### src/rtl/fetch_sequencer.sv
// rtl/fetch_sequencer.sv - instruction fetch front end with skid buffer, redirect and fault handling
`timescale 1ns/1ps

module fetch_sequencer #(
    parameter logic [31:0] RESET_PC  = 32'h0,
    parameter int          MEM_WORDS = 128
) (
    input  logic        clock,
    input  logic        reset,
    output logic [31:0] imem_addr,
    input  logic [31:0] imem_inst,
    input  logic        redirect_valid,
    input  logic [31:0] redirect_pc,
    output logic        out_valid,
    input  logic        out_ready,
    output logic [31:0] out_inst,
    output logic [31:0] out_pc,
    output logic        fault
);

    localparam logic [31:0] PC_LIMIT = 32'(MEM_WORDS) << 2;

    typedef enum logic [0:0] {
        ST_RUN   = 1'b0,
        ST_FAULT = 1'b1
    } state_t;

    state_t      state;
    logic [31:0] pc;
    logic        inflight_v;
    logic [31:0] inflight_pc;
    logic        skid_v;
    logic [31:0] skid_inst;
    logic [31:0] skid_pc;

    logic        pc_legal;
    logic        out_stall;
    logic        out_free;
    logic        issue_slot;
    logic        issue;

    // The memory sees the current PC directly; its data comes back one cycle later.
    assign imem_addr  = pc;

    assign pc_legal   = (pc[1:0] == 2'b00) && (pc < PC_LIMIT);
    assign out_stall  = out_valid & ~out_ready;
    assign out_free   = ~out_valid | out_ready;

    // An issue slot exists only when the returning word is guaranteed a home:
    // skid empty and the output not stalled. A slot with an illegal PC faults.
    assign issue_slot = (state == ST_RUN) & ~skid_v & ~out_stall & ~redirect_valid;
    assign issue      = issue_slot & pc_legal;

    // Fetch FSM: PC advance, in-flight read tracking and the sticky fault flag.
    always_ff @(posedge clock or posedge reset) begin
        if (reset) begin
            state       <= ST_RUN;
            pc          <= RESET_PC;
            inflight_v  <= 1'b0;
            inflight_pc <= 32'h0;
            fault       <= 1'b0;
        end else if (redirect_valid) begin
            // A redirect abandons the outstanding read and restarts cleanly.
            state      <= ST_RUN;
            pc         <= redirect_pc;
            inflight_v <= 1'b0;
            fault      <= 1'b0;
        end else begin
            inflight_v <= issue;
            if (issue) begin
                pc          <= pc + 32'd4;
                inflight_pc <= pc;
            end
            if (issue_slot && !pc_legal) begin
                state <= ST_FAULT;
                fault <= 1'b1;
            end
        end
    end

    // Return routing: refill the output register, parking returns in the skid when stalled.
    always_ff @(posedge clock or posedge reset) begin
        if (reset) begin
            out_valid <= 1'b0;
            out_inst  <= 32'h0;
            out_pc    <= 32'h0;
            skid_v    <= 1'b0;
            skid_inst <= 32'h0;
            skid_pc   <= 32'h0;
        end else if (redirect_valid) begin
            // Everything buffered belongs to the old path; any handshake this cycle already happened.
            out_valid <= 1'b0;
            skid_v    <= 1'b0;
        end else if (out_free) begin
            if (skid_v) begin
                // Older skid entry goes first; a same-cycle return takes its place.
                out_valid <= 1'b1;
                out_inst  <= skid_inst;
                out_pc    <= skid_pc;
                if (inflight_v) begin
                    skid_inst <= imem_inst;
                    skid_pc   <= inflight_pc;
                end else begin
                    skid_v <= 1'b0;
                end
            end else if (inflight_v) begin
                out_valid <= 1'b1;
                out_inst  <= imem_inst;
                out_pc    <= inflight_pc;
            end else begin
                out_valid <= 1'b0;
            end
        end else if (inflight_v) begin
            // Output held by back-pressure: the word returning now must not be lost.
            skid_v    <= 1'b1;
            skid_inst <= imem_inst;
            skid_pc   <= inflight_pc;
        end
    end

endmodule

### config.mk
export PLATFORM = sky130hd
export DESIGN_NAME = fetch_sequencer
export DESIGN_NICKNAME = d
export VERILOG_FILES = /design/src/rtl/fetch_sequencer.sv
export SDC_FILE = /design/constraint.sdc
export NUM_CORES = 1
export LEC_CHECK = 0
export BUFFER_PORTS_ARGS = -buffer_cell sky130_fd_sc_hd__buf_4
export CAP_MARGIN = 20
export CORE_MARGIN = 2
export CORE_UTILIZATION = 45
export CTS_BUF_LIST = sky130_fd_sc_hd__clkbuf_4 sky130_fd_sc_hd__clkbuf_8
export DETAILED_ROUTE_END_ITERATION = 6
export GPL_ROUTABILITY_DRIVEN = 0
export PLACE_DENSITY = 0.65
export SLEW_MARGIN = 5
export SYNTH_ARGS = -nofsm -noshare
export SYNTH_HDL_FRONTEND = slang
export SYNTH_SLANG_ARGS = --single-unit
### constraint.sdc
create_clock -name clock -period 10.34 [get_ports clock]
set_clock_uncertainty 0.15 [all_clocks]
set_input_delay 1.034 -clock clock [delete_from_list [all_inputs] [get_ports clock]]
set_output_delay 1.034 -clock clock [all_outputs]
set_load 0.03 [all_outputs]
# After elaboration in Yosys (flattened, before gate mapping)
# Index checks and enable logic that the tools add are counted.
# W data, S select, Z words.
# word_totals
ff_bits	196
latch_bits	0
ram_bits	0
mem_bits_ro	0
in_bits	68
output_inout_bits	98
word_cells	60
memories	0
# op_classes
addsub	1
n_mul	0
n_div	0
n_lt_le_gt_ge	1
n_eq_ne	1
shift	0
mux	23
bitwise_logic	12
reduce_logical	12
# ops
cell	n
$mux W32	12
$add A32 B3 Y32 const B	1
$lt A32 B10 Y1 const B	1
$mux W1	11
$reduce_bool A2 Y1	4
$not A1 Y1	6
$and A1 B1 Y1	5
$reduce_and A2 Y1	2
$reduce_and A3 Y1	1
$reduce_bool A3 Y1	1
$logic_and A1 B1 Y1	2
$logic_not A2 Y1	1
$ne A2 B2 Y1 const B	1
$logic_not A1 Y1	1
$or A1 B1 Y1	1

# Longest topological paths before layout
# depth
ltp_word	8
mapped_depth	7
mapped_depth_nobuf	5

# Worst setup path before layout
# Ideal clock, no wire load.
# synth_timing
kind	in2reg
start	input port redirect_valid
end	register pc[2] (netlist: imem_addr[2])
arrival_ps	2385
t_required_ps	10064
path_slack_ps	7679
stages	7
path_buffers	3
cell_sequence	buf_2 > nor4_2 > nand3_2 > or3_1 > buf_2 > buf_6 > a221o_1
# synth_via
elab_chain_len	4
elab_cells_between_ends	5
classes_between	mux (1); bitwise (3); reduce/logical (1)
# synth_rtl
item	line	text
start: declaration	12	input logic redirect_valid,
$not A1 Y1 (no source line)	--	
$and A1 B1 Y1	51	assign issue_slot = (state == ST_RUN) & ~skid_v & ~out_stall & ~redirect_valid;
$and A1 B1 Y1	52	assign issue = issue_slot & pc_legal;
$reduce_bool A2 Y1 (no source line)	--	
end signal: assignment	65	pc <= redirect_pc;
end signal: assignment	71	pc <= pc + 32'd4;
end: declaration	29	logic [31:0] pc;
# Parallel ways exist; a longest one is shown, timed or not.
# A chain may end at the register's enable or synchronous reset.

# Worst setup path in the final report
# layout_timing
start	input port redirect_valid
end	register skid_inst[3]
# layout_via
elab_chain_len	2
# layout_rtl
item	line	text
$not A1 Y1 (no source line)	--	
$reduce_and A2 Y1 (no source line)	--	
end signal: assignment	101	skid_inst <= imem_inst;
end signal: assignment	116	skid_inst <= imem_inst;
end: declaration	33	logic [31:0] skid_inst;
# Every way passes these cells.

==> impl_metrics.ini <==
[clock_network]
tritoncts = built
cts_root_buffer = clkbuf_8
cts_max_level = 4
cts_resized = 0
postCtsSetupRepairBufs = 0
cts_sinks = 196
postCtsHoldBufs = 0
clkLatencyLatePin_ps = 450
cts_made_buffers = 17
clock_path_buffers = 2
clk_pin_slew_ps = 90

[placed_design]
dp_cells = 978
io_buffers = 165
place_area_mm2 = 0.00939
dp_hpwl_mm = 10.5

[sta]
fmax_mhz = 376
fin_crit_sh = 0.257
period_minus_slack_ps = 2660
finalSetupViolCount = 0
hold_viol = 0
rsz0062_at_grt = no
fin_tns_setup_ps = 0
slew_viol_final = 0
tightest_slew_ps = 946
slew_headroom = 0.369

[logic_synthesis]
synth_top_area_share = 0.613
ys_ff_latch = 196
yosys_warnings = 0
synth-async-reset-ratio = 1.00
yosysUniqueCellTypes = 35
syn_inst = 625
yosysTopAreaCell = dfrtp_1
synth_edf_count = 0
avgSynthCellArea_um2 = 12.8
seq_area_frac_synth = 0.613
synthTopCellsByArea = dfrtp_1 61%, mux2_2 13%, mux2i_1 8.0%, a21oi_1 4.1%, nor2_1 3.4%
synthFlopType = dfrtp_1
ys_top_cells_by_count = 196 x dfrtp_1, 95 x mux2_2, 72 x nor2_1
synth_most_common_cell = dfrtp_1
synth.cell_area_mm2 = 0.00800
syn_nets = 694

[finish]
antenna_cells = 0
area_growth_syn_to_layout_pct = 23.8
nets = 844
fillers = 1433
drive_gt1_frac = 0.388
final_area_mm2 = 0.00990
instances_no_fill = 1012

[grt]
grt_pass1_vias = 5073
grt_pass1_wl_mm = 25.9
grt.overflow.total = 0
grt_use_total = 0.178
grt_max_degree = 129
antenna_found_initial = 0

[setup_path]
crit_type = in2reg
critical_path_required_ps = 10530
path_delay_family = simple AND/OR/NAND/NOR gates
cp.arrival_ps = 2850
slowest_delay_ps = 700
crit_path_start_kind = primary input
rr_startpoint = imem_addr[9]$_DFFE_PP0P_
crit_path_max_fanout = 64
path_cells = buf_4, inv_1, nand2b_4, mux2_2
worst-path-buf-inv = 2
crit_path_end_kind = flop
crit_slowest_cell = nand2b_4
startpoint = redirect_valid

[route]
routed_wl_mm = 16.3
viasPerCell = 5.18
post_drt_wl_per_cell_um = 16.1
vias = 5244
first_pass_iters = 5
drc = 0
drt_iter0_drc = 241
antenna_left = 0

[floorplanning]
chipHeight_um = 137
initial_utilization = 0.461
io_pins = 166
fp.dieW_um = 137
num_rows = 48
die-area_mm2 = 0.0189
core_area_mm2 = 0.0174

[power]
max-vdd-ir-drop_mv = 0.0724
power.density_mw_per_mm2 = 155
p_leak_nw = 4.67

[worst_hold_path]
hold_path_class = reg2reg
hp-start = inflight_pc[20]$_DFFE_PP0P_

[outcome]
status = finished, final reports clean

[run]
max_cap_violations = 0
[power by group]
part / internal, mW / switching (mW)
Combinational: 0.0769 / 0.109
Clock: 0.269 / 0.262
Sequential: 0.793 / 0.0238
[metrics by stage]
| stage | setup slack, ps | hold slack (ps) | util | total power, mW |
|---|---|---|---|---|
| 5_1_grt | 7550 | 375 | 0.570 | 1.60 |
| 4_1_cts | 7350 | 364 | 0.566 | 1.55 |
| 6_report | 7680 | 359 | 0.570 | 1.53 |
| 2_1_floorplan | 3820 | 321 | - | 0.934 |
| 3_5_place_dp | 6980 | 341 | 0.541 | 1.02 |
| 3_3_place_gp | 7020 | 336 | 0.541 | 1.01 |
[cells by family (layout without fill, tap and decap cells)]
| family | Yosys count | count (layout) | share of synthesized area |
|---|---|---|---|
| mux | 159 | 159 | 0.214 |
| fa+ha+maj | 1 | 1 | 0.00156 |
| flops | 196 | 196 | 0.613 |
| buf+inv | 47 | 209 | 0.0249 |
| compound gates | 81 | 81 | 0.0573 |
| simple gates | 141 | 141 | 0.0890 |
[final timing paths]
path / to / depth (start not counted) / slack, ps
worst min register to register: inflight_pc[20]$_DFFE_PP0P_ / 1 / 360
worst max register to register: imem_addr[2]$_DFFE_PP0P_ / 5 / 7750
max in group asynchronous: skid_v$_DFFE_PP0P_ / 4 / 8230
worst min-delay path: inflight_pc[20]$_DFFE_PP0P_ / 1 / 360
worst max-delay path: skid_inst[3]$_DFFE_PP0P_ / 4 / 7680
min in group asynchronous: out_pc[20]$_DFFE_PP0P_ / 2 / 540
[final cells by class]
cell class,instances,area (um2),share of cell area
sequential,196,4910,0.496
multi-input combinational,382,2910,0.293
timing repair buffer,171,1340,0.136
tap,225,282,0.0284
clock buffer,19,249,0.0251
clock inverter,12,179,0.0181
inverter,7,33.8,0.00341
[state kept, by name, summed over array words and instances (netlist names)]
name         cells
out_valid        1
out_pc          32
out_inst        32
state            1
inflight_v       1
skid_v           1
inflight_pc     32
skid_pc         32
imem_addr       32
skid_inst       32
[layout by cell type, fill, tap and decap left out, drive strengths merged, types with 2 or more instances in the layout]
| cell type | instances |
|---|---|
| a21oi | 66 |
| nor3 | 2 |
| nand3 | 5 |
| clkinvlp | 3 |
| a22o | 4 |
| a211o | 4 |
| clkinv | 3 |
| nor4 | 12 |
| and3 | 2 |
| mux2i | 64 |
| nand2 | 3 |
| nor2 | 72 |
| a221o | 2 |
| or3 | 3 |
| nor2b | 6 |
| bufinv | 4 |
| dfrtp | 196 |
| buf | 171 |
| inv | 9 |
| clkbuf | 19 |
| and2 | 27 |
| o21ai | 2 |
| mux2 | 95 |
| nand2b | 4 |
[layer usage]
metal / track usage / vias to the layer above / wire (um)
met5: 0 / - / 0
met4: 0.0521 / 0 / 165
met3: 0.0453 / 16 / 909
met2: 0.290 / 140 / 7910
met1: 0.237 / 2604 / 7320
li1: - / 2484 / -
Power figures use the tool's default switching activity.
